**src/rtl/gpio_key_debouncer.sv**
```systemverilog
// Per-key debouncer for the GPIO header keys: synchronises, filters and normalises raw contacts,
// and emits one-cycle press/release strobes alongside the debounced level.
module gpio_key_debouncer #(
   parameter int unsigned WIDTH        = 32,
   parameter int unsigned TICK_DIV     = 50000,
   parameter int unsigned STABLE_TICKS = 5,
   parameter bit          ACTIVE_LOW   = 1'b1
) (
   input  logic             clk,
   input  logic             reset_n,
   input  logic [WIDTH-1:0] raw_keys,
   input  logic             enable,
   output logic [WIDTH-1:0] keys_out,
   output logic [WIDTH-1:0] press_pulse,
   output logic [WIDTH-1:0] release_pulse,
   output logic             any_change,
   output logic             tick
);

   localparam int unsigned PW = (TICK_DIV > 1) ? $clog2(TICK_DIV) : 1;
   localparam int unsigned CW = $clog2(STABLE_TICKS + 1);
   localparam logic [PW-1:0] PRE_LAST = PW'(TICK_DIV - 1);
   localparam logic [CW-1:0] CNT_LAST = CW'(STABLE_TICKS - 1);
   // Synchroniser resets to the released level so reset never looks like a press.
   localparam logic [WIDTH-1:0] IDLE_LEVEL = {WIDTH{ACTIVE_LOW}};

   logic [WIDTH-1:0] sync1_q, sync2_q, sample;
   logic [PW-1:0]    pre_q;
   logic [CW-1:0]    cnt_q [WIDTH];
   logic [CW-1:0]    cnt_d [WIDTH];
   logic [WIDTH-1:0] keys_d, press_d, release_d;

   always_ff @(posedge clk or negedge reset_n) begin
      if (!reset_n) begin
         sync1_q <= IDLE_LEVEL;
         sync2_q <= IDLE_LEVEL;
      end else begin
         sync1_q <= raw_keys;
         sync2_q <= sync1_q;
      end
   end

   assign sample = sync2_q ^ IDLE_LEVEL;

   always_ff @(posedge clk or negedge reset_n) begin
      if (!reset_n) begin
         pre_q <= '0;
      end else if (!enable || pre_q == PRE_LAST) begin
         pre_q <= '0;
      end else begin
         pre_q <= pre_q + 1'b1;
      end
   end

   assign tick = enable && (pre_q == PRE_LAST);

   // Any sample equal to the accepted level restarts that key's filter, even between ticks.
   always_comb begin
      keys_d    = keys_out;
      press_d   = '0;
      release_d = '0;
      for (int i = 0; i < WIDTH; i++) begin
         cnt_d[i] = cnt_q[i];
         if (!enable) begin
            cnt_d[i] = '0;
         end else if (sample[i] == keys_out[i]) begin
            cnt_d[i] = '0;
         end else if (tick) begin
            if (cnt_q[i] == CNT_LAST) begin
               keys_d[i]    = sample[i];
               cnt_d[i]     = '0;
               press_d[i]   = sample[i];
               release_d[i] = ~sample[i];
            end else begin
               cnt_d[i] = cnt_q[i] + 1'b1;
            end
         end
      end
   end

   always_ff @(posedge clk or negedge reset_n) begin
      if (!reset_n) begin
         keys_out      <= '0;
         press_pulse   <= '0;
         release_pulse <= '0;
         any_change    <= 1'b0;
         for (int i = 0; i < WIDTH; i++) begin
            cnt_q[i] <= '0;
         end
      end else begin
         keys_out      <= keys_d;
         press_pulse   <= press_d;
         release_pulse <= release_d;
         any_change    <= |(press_d | release_d);
         for (int i = 0; i < WIDTH; i++) begin
            cnt_q[i] <= cnt_d[i];
         end
      end
   end

endmodule

```
**config.mk**
```make
export PLATFORM = sky130hd
export DESIGN_NAME = gpio_key_debouncer
export DESIGN_NICKNAME = d
export VERILOG_FILES = /design/src/rtl/gpio_key_debouncer.sv
export SDC_FILE = /design/constraint.sdc
export NUM_CORES = 1
export LEC_CHECK = 0
export CORE_MARGIN = 5
export CORE_UTILIZATION = 61
export DETAILED_ROUTE_END_ITERATION = 10
export GPL_TIMING_DRIVEN = 0
export PLACE_DENSITY = 0.88
export SYNTH_ARGS = -nofsm -noshare
export SYNTH_HDL_FRONTEND = slang
export SYNTH_SLANG_ARGS = --single-unit
```
**constraint.sdc**
```tcl
create_clock -name clk -period 6.9 [get_ports clk]
set_input_delay 1.38 -clock clk [delete_from_list [all_inputs] [get_ports clk]]
set_output_delay 1.38 -clock clk [all_outputs]
set_load 0.02 [all_outputs]
```
==> results.txt, run 1 <==
Status: finished clean
Ys flop type: dfrtp_1
H-tree depth: 1
Post-synth ARST share: 100%
Multi-input logic area: 4520 µm²
Rows: 51
Number of instances in the placed design: 1507
I/O pin total: 133
Final Hold Violating Endpoints: 0
Final Slew Violations: 0
Worst vdd ir: 205 µV
Fraction of layout cells with a size suffix above 1: 11.2%
GRT overflow: 0
Drt drc: 0
Setup CP Type: primary input to output port
Pwr Density: 228 nW/µm²
Crit path launch type: primary input
Pleak: 6.16 nW
ANT nets after route: 0
Fillers: 1230
Root Driver: clkbuf_16
Critical path required time: 5520 ps
Via Count: 9277
Fmax: 206 MHz
Yosys warning count: 0
Routability cong.: 0.863
Unrepaired setup endpoints after global routing: no
Worst setup EP type: output port
CTS Buffer Depth: 3
Number of flops mapped to enable cells by yosys: 0
Routed len/inst: 19.5 µm
Port Buffers: 132
Number of library cell types mapped by synthesis: 37
Total wire length: 30.4 mm
Initial Utilization: 61.5%
Worst-path fanout max: 10
Period utilisation layout: 70.3%
Initial antenna violation count: 0
MaxCap Viol Count: 0
Total power draw: 3.30 mW
Pin count of the biggest net entering global routing: 129
Vias in the first global route: 9403
CTS resizes: 0
Max-slew headroom: 26.0%
Skew final: 21.0 ps
Global-route wire length before repair: 48.5 mm
Netlist Area Pre-Place: 11900 µm²
Tmin final: 4850 ps
N_diodes: 0
Number of vias per cell: 5.96
Setup violators final: 0
CTS buffer count: 27
Seq/Total Area, Yosys: 58.3%
Iteration-0 DRC Markers: 820
Min-Delay Path Class: register to register
Final nets: 1371
Tot GR Track Use: 27.5%
Layout Cells excl Fill: 1557
Sink Count: 273
Chip width: 149 µm
Avg Inst Size Synth: 10.7 µm²
Die ar.: 22300 µm²
Register area: 6910 µm²
Die height: 149 µm
# hold bufs at CTS: 0
Drt pass-1 iters: 6
Syn nets: 1208
CTS tree: done
Clk slew on worst S/H paths: 60 ps
Mapped Cells: 1108
Layout area overhead: 21.9%
Worst Tran Pin Value: 1100 ps
Core Region: 19300 µm²
Setup repair bufs after CTS: 0
Worst-Skew Late Latency: 540 ps
Worst EP arrival: 3470 ps
#FFs+latches synth: 273
DP HPWL: 20.0 mm
[kinds of logic after synthesis]
kind of cell | synth area share (%)
and+or+nand+nor | 18.1
buffers and inverters | 3.62
xor gates and xnor gates | 3.10
AOI/OAI and AO/OA | 9.99
adders and majority gates | 6.86
DFF | 58.3
[metal layers]
metal	track usage, %	vias to the layer above	wire length, µm	share of wire [%]
li1	-	4122	-	-
met1	36.0	4562	11800	39
met2	45.6	474	14700	48
met3	5.30	119	2590	8.5
met4	11.3	0	1330	4.4
met5	0	-	0	0
[worst paths after layout]
kind | from | end | slack, ps | cells past startpoint
max in group asynchronous | reset_n | cnt_q[32] | 5280 | 2
min reg2reg | sync1_q[13] | sync2_q[13] | 350 | 0
min in group asynchronous | reset_n | cnt_q[76] | 700 | 1
max reg2reg | pre_q[5] | cnt_q[67] | 3480 | 7
min | sync1_q[13] | sync2_q[13] | 350 | 0
max | enable | tick | 2050 | 7
[registers in the layout, summed over array words and instances, names as in the netlist]
name / cells
any_change: 1
cnt_q: 96
keys_out: 32
pre_q: 16
press_pulse: 32
release_pulse: 32
sync1_q: 32
sync2_q: 32
[cell type report]
| class | instances | area share [%] |
|---|---|---|
| buffer | 39 | 1.23 |
| timing repair buffer | 134 | 9.55 |
| clock buffer | 45 | 5.56 |
| multi-input combinational | 729 | 31.3 |
| sequential | 273 | 47.8 |
| clock inverter | 5 | 0.571 |
| tap | 265 | 2.29 |
| inverter | 67 | 1.74 |
[synth_stat cells (all sizes together) (32+ instances only)]
cell type / number / area share [%]
dfrtp: 209 / 44
nand2: 144 / 4.6
a21oi: 99 / 4.2
nor2: 81 / 2.6
inv: 67 / 2.1
o21ai: 66 / 2.8
ha: 65 / 6.9
dfstp: 64 / 14
and3: 41 / 2.2
nor4: 34 / 3.2
nand3b: 32 / 2.0
[placed cells by master, fill, tap and decap left out, types with 16 or more instances in the layout]
cell	count
clkbuf_16	27
and3_1	41
clkdlybuf4s50_1	131
o21ai_0	66
o31ai_1	30
clkbuf_1	39
nor3_1	30
nor4_1	22
xnor2_1	16
nor2_1	81
ha_1	65
a21oi_1	99
xor2_1	26
dfrtp_1	209
inv_1	66
or2_2	17
dfstp_2	64
nand2_1	144
nand3b_1	32
[through the flow]
step	setup slack (ps)	TNS, ps	instance area [µm²]	utilization (%)	hold WS (ps)
2_1_floorplan	3450	0	11900	-	345
3_5_place_dp	2090	0	13600	70.4	347
3_3_place_gp	-6740	-1617040	13500	70.1	345
5_1_grt	1990	0	14500	75.0	355
4_1_cts	2070	0	14500	75.0	354
6_report	2050	0	14500	75.0	354
[power by group]
part | total, mW | internal (mW) | switching (mW)
Combinational | 0.152 | 0.0613 | 0.0908
Clock | 1.47 | 0.867 | 0.602
Sequential | 1.68 | 1.65 | 0.0351
[worst max-delay path, stage by stage]
cell,delay [ps]
clkdlybuf4s50_1,520
inv_1,220
or2_1,320
buf_6,160
buf_6,150
inv_2,100
clkdlybuf4s50_1,620
(Power assumes the default switching activity.)
==> run 2: changes to the inputs <==
--- a/config.mk
+++ b/config.mk
@@ -6,10 +6,10 @@
 export NUM_CORES = 1
 export LEC_CHECK = 0
 export CORE_MARGIN = 5
-export CORE_UTILIZATION = 61
+export CORE_UTILIZATION = 51
 export DETAILED_ROUTE_END_ITERATION = 10
 export GPL_TIMING_DRIVEN = 0
-export PLACE_DENSITY = 0.88
+export PLACE_DENSITY = 0.78
 export SYNTH_ARGS = -nofsm -noshare
 export SYNTH_HDL_FRONTEND = slang
 export SYNTH_SLANG_ARGS = --single-unit
==> constraint.sdc (replaced) <==
create_clock -name clk -period 4 [get_ports clk]
set_input_delay 0.8 -clock clk [delete_from_list [all_inputs] [get_ports clk]]
set_output_delay 0.8 -clock clk [all_outputs]
set_load 0.02 [all_outputs]
==> run 2 against run 1 <==
Effect of this change: first-iteration DRC count rose by 0.12%; cell count rose by 3.3%; non-clock buffer count did not move; critical endpoint unchanged; highest routed layer unchanged.
==> results.txt, run 2 (synthesized netlist as in run 1, its figures left out) <==
Status: finished clean
Via Count: 8952
Initial Utilization: 52.1%
Crit path from: pre_q[5]
CTS buffer count: 29
Sink Count: 273
Total power draw: 5.77 mW
Number of vias per cell: 5.57
Commonest non-fill, non-tap cells in the layout: dfrtp_1, nand2_1, clkdlybuf4s50_1, a21oi_1, nor2_1
Rows: 55
R2R Path Start: pre_q[5]
Worst EP arrival: 3080 ps
Pin count of the biggest net entering global routing: 106
Global-route wire length before repair: 48.2 mm
Tot GR Track Use: 22.8%
Setup CP Type: register to output port
Clk pwr share: 45.2%
Post-layout util: 63.9%
Min-Delay Path Class: primary input to async pin
Combinational power share: 4.5%
CTS tree: done
Sequential power share: 50.3%
Pleak: 6.19 nW
# hold bufs at CTS: 0
Worst vdd ir: 256 µV
Crit path launch type: register
Root Driver: clkbuf_16
Most flops, register: cnt_q
Core Region: 22800 µm²
Critical path required time: 3200 ps
CTS Buffer Depth: 3
Total wire length: 29.8 mm
Period utilisation layout: 96.9%
Drt drc: 0
Initial antenna violation count: 0
Fmax: 258 MHz
Worst-Skew Late Latency: 530 ps
Worst Tran Pin Value: 975 ps
Unrepaired setup endpoints after global routing: no
Final Hold Violating Endpoints: 0
Setup repair bufs after CTS: 0
Worst setup EP type: output port
Max FFs per register: 96
DP HPWL: 20.3 mm
Setup violators final: 0
Area post-placement: 13600 µm²
H-tree depth: 1
ANT nets after route: 0
Skew final: 13.6 ps
GRT overflow: 0
Most Frequent Cell on Critical Path: buf_6
Die height: 162 µm
Routability cong.: 0.873
Vias in the first global route: 9242
Tmin final: 3880 ps
Iteration-0 DRC Markers: 821
Worst path cell trace: nor4_1, nand3_1, or4_1, buf_2, or2_1, buf_6, buf_6, inv_2, dlygate4sd2_1
Pwr Density: 396 nW/µm²
CTS resizes: 1
FF-to-FF setup slack: 760 ps
Final nets: 1373
Final Slew Violations: 0
Drt pass-1 iters: 5
Clk slew on worst S/H paths: 60 ps
Fraction of layout cells with a size suffix above 1: 11.5%
Chip width: 162 µm
I/O pin total: 133
Most common cell after layout, fill and taps aside: dfrtp_1
N_diodes: 0
Layout area overhead: 22.8%
Port Buffers: 132
Switching power share of the total: 21.8%
Int Power: 4.51 mW
Routed len/inst: 18.6 µm
Max-slew headroom: 34.4%
Final Cell Area: 14600 µm²
Worst-path fanout max: 10
Die ar.: 26400 µm²
Sw Pwr: 1.26 mW
MaxCap Viol Count: 0
Largest stage delay, worst path: 520 ps
CP max stage cell: or4_1
run 2: changes by cell type in the layout (fill, tap and decap cells not counted):
cell | previous run | this run
inv_6 | 2 | 0
dlygate4sd2_1 | 0 | 1
clkinv_2 | 1 | 3
clkbuf_16 | 27 | 29
clkbuf_1 | 39 | 38
clkdlybuf4s50_1 | 131 | 130
clkbuf_8 | 6 | 9
bufinv_16 | 2 | 1
run 2: area by class of cell:
| class | instances | area (µm²) |
|---|---|---|
| Multi-Input combinational cell | 729 | 4520 |
| Clock inverter | 4 | 45.0 |
| Sequential cell | 273 | 6910 |
| Timing Repair Buffer | 134 | 1380 |
| Clock buffer | 49 | 891 |
| Buffer | 39 | 178 |
| Tap cell | 313 | 392 |
| Inverter | 67 | 251 |
| Fill cell | 1751 | 8210 |
run 2: final timing paths:
| check | cells after the start | endpoint |
|---|---|---|
| max in group asynchronous | 2 | sync2_q[29] |
| min | 1 | cnt_q[53] |
| max reg2reg | 7 | cnt_q[4] |
| min in group clk | 0 | sync2_q[15] |
| max | 9 | tick |
| min reg2reg | 0 | sync2_q[15] |
run 2: through the flow:
| stage | hold slack, ps | setup WS (ps) | setup TNS [ps] | instances |
|---|---|---|---|---|
| 6_report | 257 | 125 | 0 | 1608 |
| 3_3_place_gp | 345 | -9360 | -2324110 | 1553 |
| 3_5_place_dp | 347 | 422 | 0 | 1555 |
| 5_1_grt | 319 | 11.1 | 0 | 1608 |
| 4_1_cts | 290 | 131 | 0 | 1608 |
| 2_1_floorplan | 345 | 1170 | 0 | 1108 |
run 2: critical path, delay by kind of cell, from the launching register on:
kind | cells | cell delay [ps]
buffers and inverters | 5 | 920
AND/OR/NAND/NOR | 4 | 1180
flip-flops | 1 | 430
run 2: power by group through the flow:
stage / clock network (mW) / registers [mW] / logic (mW)
after floorplan: 0 / 2.96 / 0.0830
after global placement: 0 / 2.95 / 0.252
after detailed placement: 0 / 2.95 / 0.263
after CTS: 2.64 / 2.90 / 0.265
after global routing: 2.76 / 2.91 / 0.289
final: 2.61 / 2.90 / 0.260
run 2: per-layer routing:
metal	global-route usage (%)	vias to the layer above	share of wire (%)
li1	-	4134	-
met1	31.0	4417	42
met2	37.4	334	48
met3	4.00	67	7.3
met4	7.42	0	3.4
met5	0	-	0
